===== config.mk =====
export PLATFORM = sky130hd
export DESIGN_NAME = imem_loader_flat
export DESIGN_NICKNAME = d
export VERILOG_FILES = /design/src/rtl/imem_loader_if.sv /design/src/rtl/imem_loader.sv /design/src/flat_wrapper.sv
export SDC_FILE = /design/constraint.sdc
export NUM_CORES = 1
export LEC_CHECK = 0
export BUFFER_PORTS_ARGS = -buffer_cell sky130_fd_sc_hd__buf_2
export CAP_MARGIN = 15
export CORE_MARGIN = 8
export CORE_UTILIZATION = 40
export DETAILED_ROUTE_END_ITERATION = 10
export SYNTH_ARGS = -nofsm -noshare
export SYNTH_HDL_FRONTEND = slang
export SYNTH_SLANG_ARGS = --single-unit

===== constraint.sdc =====
create_clock -name i_clk -period 3 [get_ports i_clk]
set_input_delay 0.45 -clock i_clk [delete_from_list [all_inputs] [get_ports i_clk]]
set_output_delay 0.45 -clock i_clk [all_outputs]
set_load 0.03 [all_outputs]

===== src/rtl/imem_loader_if.sv =====
// Loader-side bus: byte-stream input, instruction-memory write port and session status.
interface imem_loader_if #(parameter int ADDR_W = 10) ();
    logic              start;
    logic              s_valid;
    logic [7:0]        s_data;
    logic              s_ready;
    logic              imem_we;
    logic [31:0]       imem_addr;
    logic [31:0]       imem_wdata;
    logic              cpu_hold;
    logic              busy;
    logic              done;
    logic              err;
    logic [ADDR_W:0]   word_count;

    modport master (
        output start, s_valid, s_data,
        input  s_ready, imem_we, imem_addr, imem_wdata, cpu_hold, busy, done, err, word_count
    );

    modport slave (
        input  start, s_valid, s_data,
        output s_ready, imem_we, imem_addr, imem_wdata, cpu_hold, busy, done, err, word_count
    );
endinterface


===== src/rtl/imem_loader.sv =====
// Byte stream -> 32-bit imem words, 1 word/5 cycles, holds CPU until a clean load; s_ready low outside LEN/DATA.
// IMEM_LOADER_CHECKSUM_EN adds a trailing XOR checksum byte that must match before DONE.
module imem_loader #(
    parameter int ADDR_W = 10
) (
    input  logic          i_clk,
    input  logic          i_reset,
    imem_loader_if.slave  bus
);

    localparam logic [2:0] S_IDLE  = 3'd0;
    localparam logic [2:0] S_LEN0  = 3'd1;
    localparam logic [2:0] S_LEN1  = 3'd2;
    localparam logic [2:0] S_DATA  = 3'd3;
    localparam logic [2:0] S_WRITE = 3'd4;
    localparam logic [2:0] S_DONE  = 3'd5;
    localparam logic [2:0] S_ERR   = 3'd6;
`ifdef IMEM_LOADER_CHECKSUM_EN
    localparam logic [2:0] S_CSUM  = 3'd7;
`endif

    // Comparison width wide enough for both the 16-bit length and the word index.
    localparam int              CW        = (ADDR_W + 1 > 17) ? ADDR_W + 1 : 17;
    localparam logic [CW-1:0]   MAX_WORDS = {{(CW-1){1'b0}}, 1'b1} << ADDR_W;

    logic [2:0]       r_state;
    logic [15:0]      r_len;
    logic [1:0]       r_bcnt;
    logic [31:0]      r_wdata;
    logic [ADDR_W:0]  r_word_idx;
    logic             r_cpu_hold;
    logic             r_err;
`ifdef IMEM_LOADER_CHECKSUM_EN
    logic [7:0]       r_csum;
`endif

    logic             w_hs;
    logic [15:0]      w_len_full;
    logic [ADDR_W:0]  w_idx_inc;
    logic             w_last;
    logic             w_len_zero;
    logic             w_len_ovf;

    always_comb begin
        bus.s_ready = (r_state == S_LEN0) || (r_state == S_LEN1) || (r_state == S_DATA);
`ifdef IMEM_LOADER_CHECKSUM_EN
        if (r_state == S_CSUM) bus.s_ready = 1'b1;
`endif
    end

    assign w_hs       = bus.s_valid & bus.s_ready;
    assign w_len_full = {bus.s_data, r_len[7:0]};
    assign w_idx_inc  = r_word_idx + 1'b1;
    assign w_last     = (CW'(w_idx_inc) == CW'(r_len));
    assign w_len_zero = (w_len_full == 16'd0);
    assign w_len_ovf  = (CW'(w_len_full) > MAX_WORDS);

    assign bus.imem_we    = (r_state == S_WRITE);
    assign bus.imem_addr  = 32'({r_word_idx, 2'b00});
    assign bus.imem_wdata = r_wdata;
    assign bus.cpu_hold   = r_cpu_hold;
    assign bus.busy       = (r_state != S_IDLE);
    assign bus.done       = (r_state == S_DONE);
    assign bus.err        = r_err;
    assign bus.word_count = r_word_idx;

    always_ff @(posedge i_clk or posedge i_reset) begin
        if (i_reset) begin
            r_state    <= S_IDLE;
            r_len      <= '0;
            r_bcnt     <= '0;
            r_wdata    <= '0;
            r_word_idx <= '0;
            r_cpu_hold <= 1'b1;
            r_err      <= 1'b0;
`ifdef IMEM_LOADER_CHECKSUM_EN
            r_csum     <= '0;
`endif
        end else begin
            case (r_state)
                S_IDLE: begin
                    if (bus.start) begin
                        r_state    <= S_LEN0;
                        r_err      <= 1'b0;
                        r_word_idx <= '0;
                        r_cpu_hold <= 1'b1;
                        r_bcnt     <= '0;
`ifdef IMEM_LOADER_CHECKSUM_EN
                        r_csum     <= '0;
`endif
                    end
                end
                S_LEN0: begin
                    if (w_hs) begin
                        r_len[7:0] <= bus.s_data;
                        r_state    <= S_LEN1;
                    end
                end
                S_LEN1: begin
                    if (w_hs) begin
                        r_len <= w_len_full;
                        if (w_len_zero) begin
`ifdef IMEM_LOADER_CHECKSUM_EN
                            r_state    <= S_CSUM;
`else
                            r_state    <= S_DONE;
                            r_cpu_hold <= 1'b0;
`endif
                        end else if (w_len_ovf) begin
                            r_state <= S_ERR;
                            r_err   <= 1'b1;
                        end else begin
                            r_state <= S_DATA;
                        end
                    end
                end
                S_DATA: begin
                    if (w_hs) begin
                        // Little-endian assembly: first byte of a word lands in [7:0].
                        r_wdata[{r_bcnt, 3'b000} +: 8] <= bus.s_data;
                        r_bcnt <= r_bcnt + 2'd1;
`ifdef IMEM_LOADER_CHECKSUM_EN
                        r_csum <= r_csum ^ bus.s_data;
`endif
                        if (r_bcnt == 2'd3) r_state <= S_WRITE;
                    end
                end
                S_WRITE: begin
                    r_word_idx <= w_idx_inc;
                    if (w_last) begin
`ifdef IMEM_LOADER_CHECKSUM_EN
                        r_state    <= S_CSUM;
`else
                        r_state    <= S_DONE;
                        r_cpu_hold <= 1'b0;
`endif
                    end else begin
                        r_state <= S_DATA;
                    end
                end
`ifdef IMEM_LOADER_CHECKSUM_EN
                S_CSUM: begin
                    if (w_hs) begin
                        if (bus.s_data == r_csum) begin
                            r_state    <= S_DONE;
                            r_cpu_hold <= 1'b0;
                        end else begin
                            r_state <= S_ERR;
                            r_err   <= 1'b1;
                        end
                    end
                end
`endif
                S_DONE:  r_state <= S_IDLE;
                S_ERR:   r_state <= S_IDLE;
                default: r_state <= S_IDLE;
            endcase
        end
    end

endmodule


===== src/flat_wrapper.sv =====
// flat-port wrapper written by rule: the top's interface ports become plain ports
module imem_loader_flat 
#(
    parameter int ADDR_W = 10
)
  (i_clk, i_reset, bus_start, bus_s_valid, bus_s_data, bus_s_ready, bus_imem_we, bus_imem_addr, bus_imem_wdata, bus_cpu_hold, bus_busy, bus_done, bus_err, bus_word_count);
  imem_loader_if #(.ADDR_W(ADDR_W)) bus_i ();
  input  logic i_clk;
  input  logic i_reset;
  input wire logic [$bits(bus_i.start)-1:0] bus_start;
  input wire logic [$bits(bus_i.s_valid)-1:0] bus_s_valid;
  input wire logic [$bits(bus_i.s_data)-1:0] bus_s_data;
  output wire logic [$bits(bus_i.s_ready)-1:0] bus_s_ready;
  output wire logic [$bits(bus_i.imem_we)-1:0] bus_imem_we;
  output wire logic [$bits(bus_i.imem_addr)-1:0] bus_imem_addr;
  output wire logic [$bits(bus_i.imem_wdata)-1:0] bus_imem_wdata;
  output wire logic [$bits(bus_i.cpu_hold)-1:0] bus_cpu_hold;
  output wire logic [$bits(bus_i.busy)-1:0] bus_busy;
  output wire logic [$bits(bus_i.done)-1:0] bus_done;
  output wire logic [$bits(bus_i.err)-1:0] bus_err;
  output wire logic [$bits(bus_i.word_count)-1:0] bus_word_count;
  assign bus_i.start = bus_start;
  assign bus_i.s_valid = bus_s_valid;
  assign bus_i.s_data = bus_s_data;
  assign bus_s_ready = bus_i.s_ready;
  assign bus_imem_we = bus_i.imem_we;
  assign bus_imem_addr = bus_i.imem_addr;
  assign bus_imem_wdata = bus_i.imem_wdata;
  assign bus_cpu_hold = bus_i.cpu_hold;
  assign bus_busy = bus_i.busy;
  assign bus_done = bus_i.done;
  assign bus_err = bus_i.err;
  assign bus_word_count = bus_i.word_count;
  imem_loader #(.ADDR_W(ADDR_W)) u_core (.i_clk(i_clk), .i_reset(i_reset), .bus(bus_i));
endmodule

Word-level counts from Yosys, hierarchy flattened:

Cells that the tools add are included.

* add/sub/neg operators: 3
* order comparisons: 1
* eq/ne operators: 16
* shift operators: 2
* mux-type cells: 27
* bitwise operators: 2
* reductions and logical operators: 17

Operators by type and width (number)
* $bwmux 32: 1
* $shift 8x7->32 const A: 1
* $shiftx 8x7->32: 1
* $mux 3: 8
* $pmux 11 s2: 1
* $eq 11x16->1: 1
* $gt 16x11->1 const B: 1
* $logic_not 16->1: 1
* $pmux 8 s2: 1
* $pmux 3 s5: 1
* $reduce_and 5->1: 3
* $ne 2x1->1 const B: 6
* $add 11x1->11 const B: 1
* $mux 11: 1
* $mux 1: 8
* $mux 8: 1
* $neg 5->7: 1
* $eq 3x2->1 const B: 2
* $eq 3x3->1 const B: 2
* $ne 2x2->1 const B: 3
* $reduce_and 2->1: 3
* $reduce_and 3->1: 2
* $reduce_bool 2->1: 3
* $reduce_bool 3->1: 2
* 11 further kinds: 13

* bits in registers: 66
* bits of input ports: 12
* output and inout port bits: 81

Depth between registers and ports, before layout:

Gate-level depths: netlist (run 1).

* word-level depth: 6
* depth in mapped cells: 7

Least setup slack after synthesis (run 1):

No wires, ideal clock.

* kind: flip-flop to flip-flop
* start: register u_core.r_word_idx[0] (netlist: u_core.bus.word_count[0])
* end: register u_core.r_state[1]
* arrival: 2182 ps
* data required time: 2853 ps
* setup slack: 671 ps
* stages on the path, launching flop included: 8
* path through: dfrtp_1 > ha_1 > and3_4 > a21boi_2 > or4_1 > o211a_1 > nor4_1 > o221ai_1

* cells in the longest elaborated chain, start to end: 4

Ends and longest elaborated chain
* start: declaration: line imem_loader.sv:30 `logic [ADDR_W:0] r_word_idx;`
* start signal: assignment: line imem_loader.sv:129 `r_word_idx <= w_idx_inc;`
* $add 11x1->11: line imem_loader.sv:53 `assign w_idx_inc = r_word_idx + 1'b1;`
* $eq 11x16->1: line imem_loader.sv:54 `assign w_last = (CW'(w_idx_inc) == CW'(r_len));`
* $mux 3: line imem_loader.sv:130 `if (w_last) begin`
* $pmux 3 s5: line imem_loader.sv:80 `case (r_state)`
* end signal: assignment: line imem_loader.sv:83 `r_state <= S_LEN0;`
* end signal: assignment: line imem_loader.sv:134 `r_state <= S_DONE;`
* end signal: assignment: line imem_loader.sv:138 `r_state <= S_DATA;`
* end: declaration: line imem_loader.sv:26 `logic [2:0] r_state;`

Every way passes these cells.
A chain may end at the register's enable or synchronous reset.

Worst setup path in the final report (run 1):

* start: register u_core.r_state[1]
* end: output port bus_imem_we

* cells in the longest elaborated chain, start to end: 1

Ends and longest elaborated chain
* start signal: assignment: line imem_loader.sv:69 `r_state <= S_IDLE;`
* start signal: assignment: line imem_loader.sv:83
* start signal: assignment: line imem_loader.sv:96 `r_state <= S_LEN1;`
* $eq 3x3->1: line imem_loader.sv:58 `assign bus.imem_we = (r_state == S_WRITE);`
* end: declaration: line flat_wrapper.sv:14 `output wire logic [$bits(bus_i.imem_we)-1:0] bus_imem_we;`

Every way passes these cells.

==> flow_summary.json, run 1 <==
{
  "clockRootBuffer": "clkbuf_8",
  "ios": 93,
  "synth_cells": 394,
  "synth_top_area_share_pct": 45.3,
  "p_leak_nw": 1.95,
  "drt-pass1-iter-count": 5,
  "wl_mm": 8.94,
  "antenna_found_initial": 0,
  "fin_crit_sh_pct": 82.5,
  "core_um2": 8720,
  "drive_gt1_share_pct": 26.0,
  "grt_start_max_net_pins": 67,
  "slowest_stage": "dfrtp_1",
  "crit_fanout": 14,
  "dominantRegCellSynth": "dfrtp_1",
  "grt_pass1_vias": 2811,
  "outcome": "finished, final reports clean",
  "ir_drop_mv": 0.302,
  "synth_edf_count": 0,
  "routabilityCongestion": 0.817,
  "arrival_ps": 2020,
  "crit_path_end_kind": "output port",
  "required_ps": 2550,
  "max_cap_violations": 0,
  "grt_util_all_layers_pct": 14.6,
  "rsz0062_at_grt": "no",
  "vias_per_cell": 4.96,
  "synth.area.top_cells": "dfrtp_1, nand2_1, o21ai_0, buf_4, mux2_2",
  "tns_ps": 0,
  "clock-sinks": 66,
  "cpPeakStageDelay_ps": 600,
  "critical_path_class": "reg2out",
  "antenna_cells": 0,
  "clock_latency_ps": 340,
  "hold_violations": 0,
  "wire_per_inst_um": 15.7,
  "cts_hold_buffers": 0,
  "yosys-top-cells-count": "nand2_1, dfrtp_1, o21ai_0",
  "synth_top_area_cell": "dfrtp_1",
  "p_int_mw": 1.94,
  "clock.fmax_mhz": 404,
  "cts-buffers-inserted": 9,
  "power_density_nw_per_um2": 815,
  "p_total_mw": 3.33,
  "r2r_slack_ps": 660,
  "area_growth_pct": 13.6,
  "combPwrFrac_pct": 39.6,
  "gr-total-overflow": 0,
  "worstSetupStartpointType": "register",
  "switching_share_pct": 41.8,
  "r2r_cells": 7,
  "fin_skew_ps": 10.5,
  "dpl_cell_area_um2": 3910,
  "regToRegEndpoint": "u_core.r_state[1]",
  "std_cell_rows": 34,
  "synthDistinctLibCells": 50,
  "dpl.hpwl_mm": 6.36,
  "worstMarginPinSlew_ps": 670,
  "drc": 0,
  "grt_pass1_wl_mm": 14.7,
  "die_y_um": 111,
  "slew_viol_final": 0,
  "cts_setup_buffers": 0,
  "routed-via-count": 2823,
  "hp-class": "in2async",
  "async_reset_ff_share_pct": 100,
  "die_x_um": 111,
  "cts_tree": "built",
  "ant_nets": 0,
  "final_cell_area_um2": 4080,
  "max_slew_margin_pct": 55.2,
  "drtIter0Drc": 88,
  "die_area_um2": 12300,
  "setup_violations": 0,
  "ys_seq_area_share_pct": 46.0,
  "worstPathCellList": "nor2_1 -> nand2_1 -> buf_4 -> clkinv_1 -> buf_2",
  "yosysWarningCount": 0,
  "seqPwrFrac_pct": 40.4,
  "start_util_pct": 41.2,
  "io_buffers": 71,
  "clock_path_buffers": 2,
  "pwr-share-clk_pct": 20.0,
  "cts.htree.levels": 3,
  "p_sw_mw": 1.39,
  "num-nets-final": 475,
  "fin_crit_ps": 2470,
  "synth_seq_cells": 66,
  "reg2reg_from": "u_core.bus.word_count[0]",
  "yosys.cell_count.top_type": "nand2_1",
  "postCtsResizedCells": 0,
  "syn_avg_cell_area_um2": 9.12,
  "syn-cell-area_um2": 3590,
  "path_clk_slew_ps": 70
}
-- cell type report --
class,instances,area [µm²]
fillers,836,4640
multi-input cells,294,1680
flip-flops and latches,66,1650
repair buffers,78,420
well taps,108,135
clock buffers,10,128
clock inverters,6,43.8
inverters,7,26.3
-- power groups by stage --
stage	Sequential, mW	Clock [mW]	Combinational (mW)
2_1_floorplan	1.43	0	0.897
3_3_place_gp	1.35	0	1.30
3_5_place_dp	1.36	0	1.32
4_1_cts	1.34	0.675	1.32
5_1_grt	1.38	0.717	1.46
6_report	1.34	0.665	1.32
-- cells by family (layout without fill, tap and decap cells) --
logic type | count (synthesis) | after routing | share of synthesized area [%]
adder cells (fa/ha/maj) | 7 | 7 | 2.44
flip-flops | 66 | 66 | 46.0
other | 1 | 21 | 0.104
multiplexers | 17 | 17 | 5.33
AND/OR/NAND/NOR | 154 | 154 | 20.0
XOR/XNOR | 17 | 17 | 4.14
AO/OA/AOI/OAI | 78 | 78 | 12.6
buffers and inverters | 54 | 101 | 9.44
-- how the worst max path moves through the flow --
| stage | start | to | depth (start not counted) | slack, ps |
|---|---|---|---|---|
| after CTS | u_core.r_state[1] | bus_imem_we | 5 | 530 |
| after floorplan | u_core.bus.word_count[0] | u_core.r_state[1] | 7 | 670 |
| after global placement | u_core.bus.word_count[0] | u_core.r_state[1] | 7 | 760 |
| final | u_core.r_state[1] | bus_imem_we | 5 | 530 |
| after detailed placement | u_core.bus.word_count[0] | u_core.r_state[1] | 7 | 670 |
| after global routing | u_core.r_state[1] | bus_imem_we | 5 | 370 |
-- registers in the layout, indices dropped and copies added (netlist names) --
name	cells
u_core.r_bcnt	2
u_core.bus.word_count	11
u_core.bus.imem_wdata	32
u_core.bus.cpu_hold	1
u_core.r_len	16
u_core.r_state	3
u_core.bus.err	1
-- metrics by stage --
| step | instances | utilization [%] | setup slack (ps) | hold WS (ps) |
|---|---|---|---|---|
| 6_report | 569 | 46.8 | 526 | 177 |
| 5_1_grt | 569 | 46.8 | 371 | 193 |
| 4_1_cts | 569 | 46.8 | 529 | 185 |
| 3_5_place_dp | 553 | 44.8 | 675 | 465 |
| 3_3_place_gp | 553 | 44.8 | 759 | 458 |
| 2_1_floorplan | 414 | - | 671 | 481 |
-- per-layer routing --
layer  wire, µm  GRT usage (%)
met1       4270           18.7
met5          0              0
met4        104           4.50
met2       4150           22.7
met3        410           4.76
-- cells in the final DEF, fill, tap and decap left out, types with 2 or more instances in the layout --
cell type and count:
a21o_1 2, a21oi_1 5, a22o_1 2, a31oi_1 3, and2_1 2, and3_1 2
buf_2 71, buf_4 6, clkbuf_8 9, clkinv_2 2, clkinv_4 3, conb_1 21
dfrtp_1 65, ha_1 7, inv_1 5, mux2_2 17, nand2_1 88, nand2b_1 2
nand3_1 4, nand4_1 5, nor2_1 24, nor3_1 6, nor3b_1 5, nor4_1 3
o21ai_0 53, o31ai_1 5, xnor2_1 11, xor2_1 6
-- worst max-delay path, delay by kind of cell (launching register included) --
family	cells	cell delay, ps
buffers and inverters	3	770
DFF	1	600
and+or+nand+nor	2	320
No activity file was read; power rests on OpenSTA's default activity.
==> run 2, diff against run 1 <==
--- a/config.mk
+++ b/config.mk
@@ -5,6 +5,7 @@
 export SDC_FILE = /design/constraint.sdc
 export NUM_CORES = 1
 export LEC_CHECK = 0
+export ABC_AREA = 1
 export BUFFER_PORTS_ARGS = -buffer_cell sky130_fd_sc_hd__buf_2
 export CAP_MARGIN = 15
 export CORE_MARGIN = 8
==> constraint.sdc (replaced) <==
create_clock -name i_clk -period 2.3 [get_ports i_clk]
set_input_delay 0.345 -clock i_clk [delete_from_list [all_inputs] [get_ports i_clk]]
set_output_delay 0.345 -clock i_clk [all_outputs]
set_load 0.03 [all_outputs]
==> run 2 against run 1 <==
  * Setup slack worse by 400 ps
  * Wire length up 3.6%
  * Sequential share of layout area down 1.3 points
  * Global-route usage up 0.92 points
  * Sequential power up 30%
==> flow_summary.json, run 2 <==
{
  "routabilityCongestion": 0.869,
  "std_cell_rows": 35,
  "clock_latency_ps": 350,
  "rsz0062_at_grt": "no",
  "cts_hold_buffers": 0,
  "outcome": "finished, final reports clean",
  "start_util_pct": 40.5,
  "regToRegEndpoint": "u_core.r_state[2]",
  "r2r_cells": 12,
  "wl_met1_mm": 4.19,
  "cts_setup_buffers": 0,
  "top_layer": "met4",
  "fin_crit_ps": 2170,
  "drtIter0Drc": 105,
  "grt_pass1_vias": 3347,
  "grt_util_all_layers_pct": 15.5,
  "num-nets-final": 568,
  "grt_pass1_wl_mm": 15.9,
  "yosysWarningCount": 0,
  "mostFrequentLayoutCells": "nand2_1, buf_2, dfrtp_1, inv_1, nor2_1",
  "ios": 93,
  "cp_top_family": "simple AND/OR/NAND/NOR gates",
  "drive_gt1_share_pct": 20.8,
  "final_util_pct": 46.3,
  "postCtsResizedCells": 0,
  "syn-cell-area_um2": 3690,
  "dp.cells": 649,
  "route.met3.wl_um": 698,
  "vias_per_cell": 4.95,
  "final_cell_area_um2": 4220,
  "cts.htree.levels": 3,
  "io_buffers": 71,
  "ys_seq_area_share_pct": 44.7,
  "cp_common_cell": "nor2_1",
  "fin_crit_sh_pct": 94.3,
  "die_x_um": 112,
  "drc": 0,
  "syn_avg_cell_area_um2": 7.60,
  "critical_path_class": "reg2out",
  "p_leak_nw": 2.27,
  "clock.fmax_mhz": 461,
  "hold_violations": 0,
  "cpPeakStageDelay_ps": 450,
  "tns_ps": 0,
  "drt-pass1-iter-count": 4,
  "seq_area_um2": 1650,
  "crit_path_end_kind": "output port",
  "synth.area.top_cells": "dfrtp_1, nand2_1, buf_4, inv_1, o21ai_0",
  "gr-total-overflow": 0,
  "wl_mm": 9.26,
  "dpl.hpwl_mm": 6.96,
  "yosys-top-cells-count": "nand2_1, dfrtp_1, inv_1",
  "crit_fanout": 6,
  "setup_violations": 0,
  "nFillCells": 958,
  "worstPathCellList": "nor2_1 -> inv_2 -> nor2_1 -> buf_2",
  "cts_tree": "built",
  "slew_viol_final": 0,
  "largest_reg_flops": 32,
  "clock-sinks": 66,
  "worstSetupStartpointType": "register",
  "routed-via-count": 3289,
  "fin_skew_ps": 9.34,
  "clockRootBuffer": "clkbuf_8",
  "r2r_slack_ps": 330,
  "synth_edf_count": 0,
  "dominantRegCellSynth": "dfrtp_1",
  "wl_met2_mm": 4.22,
  "max_slew_margin_pct": 59.9,
  "reg2reg_from": "u_core.bus.word_count[0]",
  "timing.hold.ws_ps": 50.3,
  "synth_top_area_share_pct": 44.0,
  "synthDistinctLibCells": 30,
  "synth_cells": 486,
  "die_area_um2": 12600,
  "antenna_found_initial": 0,
  "path_clk_slew_ps": 80,
  "ant_nets": 0,
  "required_ps": 1960,
  "die_y_um": 112,
  "slowest_stage": "dfrtp_1",
  "critPathBufInv": 2,
  "area_growth_pct": 14.3,
  "synth_seq_cells": 66,
  "cts-buffers-inserted": 9,
  "layout_commonest_cell": "nand2_1",
  "multi_input_area_um2": 1590,
  "synth_top_area_cell": "dfrtp_1",
  "async_reset_ff_share_pct": 100,
  "wire_per_inst_um": 13.9,
  "max_cap_violations": 0,
  "grt_start_max_net_pins": 41,
  "yosys.cell_count.top_type": "nand2_1",
  "layoutNonFillerInstCount": 665,
  "ir_drop_mv": 0.512,
  "clock_path_buffers": 2,
  "core_um2": 9110,
  "antenna_cells": 0,
  "hp-class": "in2async",
  "dpl_cell_area_um2": 4010,
  "worstMarginPinSlew_ps": 600,
  "power_density_nw_per_um2": 1140,
  "arrival_ps": 1820
}
## run 2: how the worst max path moves through the flow
stage / startpoint / end / slack [ps] / cells after the start
3_3_place_gp: u_core.r_state[1] / u_core.bus.word_count[2] / 420 / 6
2_1_floorplan: u_core.r_bcnt[0] / u_core.bus.imem_wdata[0] / -30 / 8
3_5_place_dp: u_core.bus.word_count[0] / u_core.r_state[2] / 370 / 12
5_1_grt: u_core.r_state[1] / bus_imem_we / 40 / 4
6_report: u_core.r_state[1] / bus_imem_we / 130 / 4
4_1_cts: u_core.r_state[1] / bus_imem_we / 140 / 4
## run 2: cells by family (layout without fill, tap and decap cells)
group | after synthesis | count (layout) | share of synthesized area [%]
AO/OA/AOI/OAI | 74 | 74 | 10.5
buffers and inverters | 104 | 152 | 14.2
AND/OR/NAND/NOR | 234 | 234 | 28.1
other | 1 | 21 | 0.102
flip-flops | 66 | 66 | 44.7
adder cells (fa/ha/maj) | 7 | 7 | 2.37
## run 2: area by class of cell
type                            instances  share of cell area, %
Multi-Input combinational cell        336                   37.7
Inverter                               61                   5.42
Tap cell                              111                   3.29
Clock buffer                           10                   3.26
Timing Repair Buffer                   75                   9.43
Sequential cell                        66                   39.2
Clock inverter                          6                   1.72
## run 2: metrics by stage
stage | setup WS (ps) | power, mW
6_report | 131 | 4.81
2_1_floorplan | -28.2 | 3.26
3_3_place_gp | 419 | 3.76
4_1_cts | 137 | 4.85
3_5_place_dp | 366 | 3.79
5_1_grt | 37.5 | 5.18
## run 2: power by group
group / internal (mW) / leakage, nW / switching [mW] / total, mW
logic: 0.588 / 1.31 / 1.44 / 2.02
clock network: 0.541 / 0.103 / 0.505 / 1.05
registers: 1.50 / 0.855 / 0.239 / 1.74
## run 2: layer usage
metal	track usage, %	vias up
met1	18.4	1544
met4	5.76	0
met3	5.64	13
li1	-	1622
met2	25.2	110
met5	0	-
==> run 3, diff against run 2 <==
--- a/config.mk
+++ b/config.mk
@@ -8,7 +8,7 @@
 export ABC_AREA = 1
 export BUFFER_PORTS_ARGS = -buffer_cell sky130_fd_sc_hd__buf_2
 export CAP_MARGIN = 15
-export CORE_MARGIN = 8
+export CORE_MARGIN = 3
 export CORE_UTILIZATION = 40
 export DETAILED_ROUTE_END_ITERATION = 10
 export SYNTH_ARGS = -nofsm -noshare
==> run 3 against run 2 <==
  * Critical path type is now reg2reg
  * Highest routed layer unchanged
  * Clock skew fell by 1.9 ps
  * Die area fell by 17%
  * Sequential power about the same
  * Wire length decreased by 6.3%
==> flow_summary.json, run 3 (same netlist as run 2, synthesis figures left out) <==
{
  "fin_crit_ps": 1930,
  "tns_ps": 0,
  "hp-class": "in2async",
  "worstMarginPinSlew_ps": 627,
  "cts_hold_buffers": 0,
  "core_um2": 8850,
  "clock-sinks": 66,
  "slowest_stage": "dfrtp_1",
  "routed-via-count": 3268,
  "switching_share_pct": 44.7,
  "num-nets-final": 569,
  "required_ps": 2560,
  "start_util_pct": 41.7,
  "gr-total-overflow": 0,
  "setup_slack_ps": 373,
  "critPathBufInv": 0,
  "crit_path_end_kind": "register",
  "grt_util_all_layers_pct": 17.2,
  "rsz0062_at_grt": "no",
  "timing.hold.ws_ps": 89.6,
  "io_buffers": 71,
  "outcome": "finished, final reports clean",
  "drive_gt1_share_pct": 20.6,
  "fin_crit_sh_pct": 83.8,
  "grt_pass1_vias": 3061,
  "clock_latency_ps": 330,
  "r2r_slack_ps": 370,
  "die_y_um": 102,
  "pwr-share-clk_pct": 20.0,
  "critical_path_class": "reg2reg",
  "ios": 93,
  "path_clk_slew_ps": 80,
  "fin_skew_ps": 7.39,
  "final_util_pct": 47.5,
  "cts_setup_buffers": 0,
  "arrival_ps": 2190,
  "wl_mm": 8.67,
  "cpPeakStageDelay_ps": 460,
  "max_cap_violations": 0,
  "wire_per_inst_um": 13.1,
  "clock.fmax_mhz": 519,
  "dpl.hpwl_mm": 6.56,
  "crit_fanout": 8,
  "cp_common_cell": "nand2_1",
  "combPwrFrac_pct": 42.9,
  "layoutNonFillerInstCount": 662,
  "grt_pass1_wl_mm": 14.3,
  "ir_drop_mv": 0.493,
  "ant_nets": 0,
  "grt_start_max_net_pins": 40,
  "worstSetupStartpointType": "register",
  "antenna_cells": 0,
  "drt-pass1-iter-count": 5,
  "hold_violations": 0,
  "clock_path_buffers": 2,
  "cts.htree.levels": 3,
  "setup_violations": 0,
  "drtIter0Drc": 137,
  "largest_reg_flops": 32,
  "postCtsResizedCells": 0,
  "vias_per_cell": 4.94,
  "layout_commonest_cell": "nand2_1",
  "slew_viol_final": 0,
  "seqPwrFrac_pct": 37.1,
  "die_area_um2": 10400,
  "drc": 0,
  "std_cell_rows": 34,
  "antenna_found_initial": 0,
  "max_slew_margin_pct": 58.1,
  "cts-buffers-inserted": 9,
  "area_growth_pct": 13.7,
  "clockRootBuffer": "clkbuf_8",
  "pre_cts_ws_ps": 387,
  "p_int_mw": 2.59,
  "dp.cells": 647,
  "p_leak_nw": 2.26,
  "p_sw_mw": 2.09,
  "cp_top_family": "simple AND/OR/NAND/NOR gates",
  "worstPathCellList": "ha_1 -> nand2_2 -> nand2_1 -> nand2_1 -> nand2_1 -> nor2_1 -> nand3_1 -> nor2_1 -> nand4_1 -> or2_1 -> a21oi_2",
  "mostFrequentLayoutCells": "nand2_1, buf_2, dfrtp_1, inv_1, nor2_1",
  "routabilityCongestion": 0.924,
  "power_density_nw_per_um2": 1110,
  "cts_tree": "built",
  "die_x_um": 102
}
run 3: cell types whose count changed in the layout (fill, tap and decap cells not counted):
cell,delta
clkbuf_8,-1
clkinv_2,+2
buf_4,+1
clkbuf_1,+1
inv_6,-2
clkinv_4,-1
run 3: cell type report:
class / count / area [µm²]
clock buffers: 10 / 128
clock inverters: 5 / 56.3
fillers: 917 / 4650
inverters: 61 / 229
multi-input cells: 336 / 1590
flip-flops and latches: 66 / 1650
well taps: 108 / 135
repair buffers: 76 / 405
run 3: path summary, 6_finish.rpt:
check                                         startpoint                  endpoint  depth (start not counted)
min in group i_clk                         bus_s_data[1]  u_core.bus.imem_wdata[1]                          3
worst max register to register  u_core.bus.word_count[0]         u_core.r_state[2]                         11
max in group asynchronous                        i_reset       u_core.bus.cpu_hold                          3
worst max-delay path            u_core.bus.word_count[0]         u_core.r_state[2]                         11
worst min-delay path                             i_reset  u_core.bus.imem_wdata[3]                          2
worst min register to register       u_core.bus.cpu_hold       u_core.bus.cpu_hold                          2
run 3: power by group through the flow:
stage / Sequential (mW) / Clock [mW] / Combinational (mW)
finish: 1.74 / 0.934 / 2.01
floorplan: 2.06 / 0 / 1.20
detailed placement: 1.76 / 0 / 2.02
global route: 1.78 / 1.00 / 2.26
global placement: 1.75 / 0 / 2.00
CTS: 1.74 / 0.970 / 2.03
run 3: worst register-to-register path, delay by kind of cell, from the launching register on:
| family | cells | cell delay (ps) |
|---|---|---|
| AND/OR/NAND/NOR | 9 | 1020 |
| adder cells (fa/ha/maj) | 1 | 280 |
| flip-flops | 1 | 460 |
| AO/OA/AOI/OAI | 1 | 100 |
run 3: layer usage:
| layer | vias to the layer above | wire [µm] | track usage [%] | share of wire [%] |
|---|---|---|---|---|
| met1 | 1514 | 3960 | 23.7 | 46 |
| met4 | 0 | 102 | 5.65 | 1.2 |
| li1 | 1635 | - | - | - |
| met5 | - | 0 | 0 | 0 |
| met2 | 109 | 4100 | 27.8 | 47 |
| met3 | 10 | 509 | 2.73 | 5.9 |
run 3: stage by stage:
step           power (mW)  instance area, µm²
2_1_floorplan        3.26                3770
3_3_place_gp         3.76                4020
3_5_place_dp         3.78                4020
4_1_cts              4.74                4200
5_1_grt              5.04                4200
6_report             4.68                4200
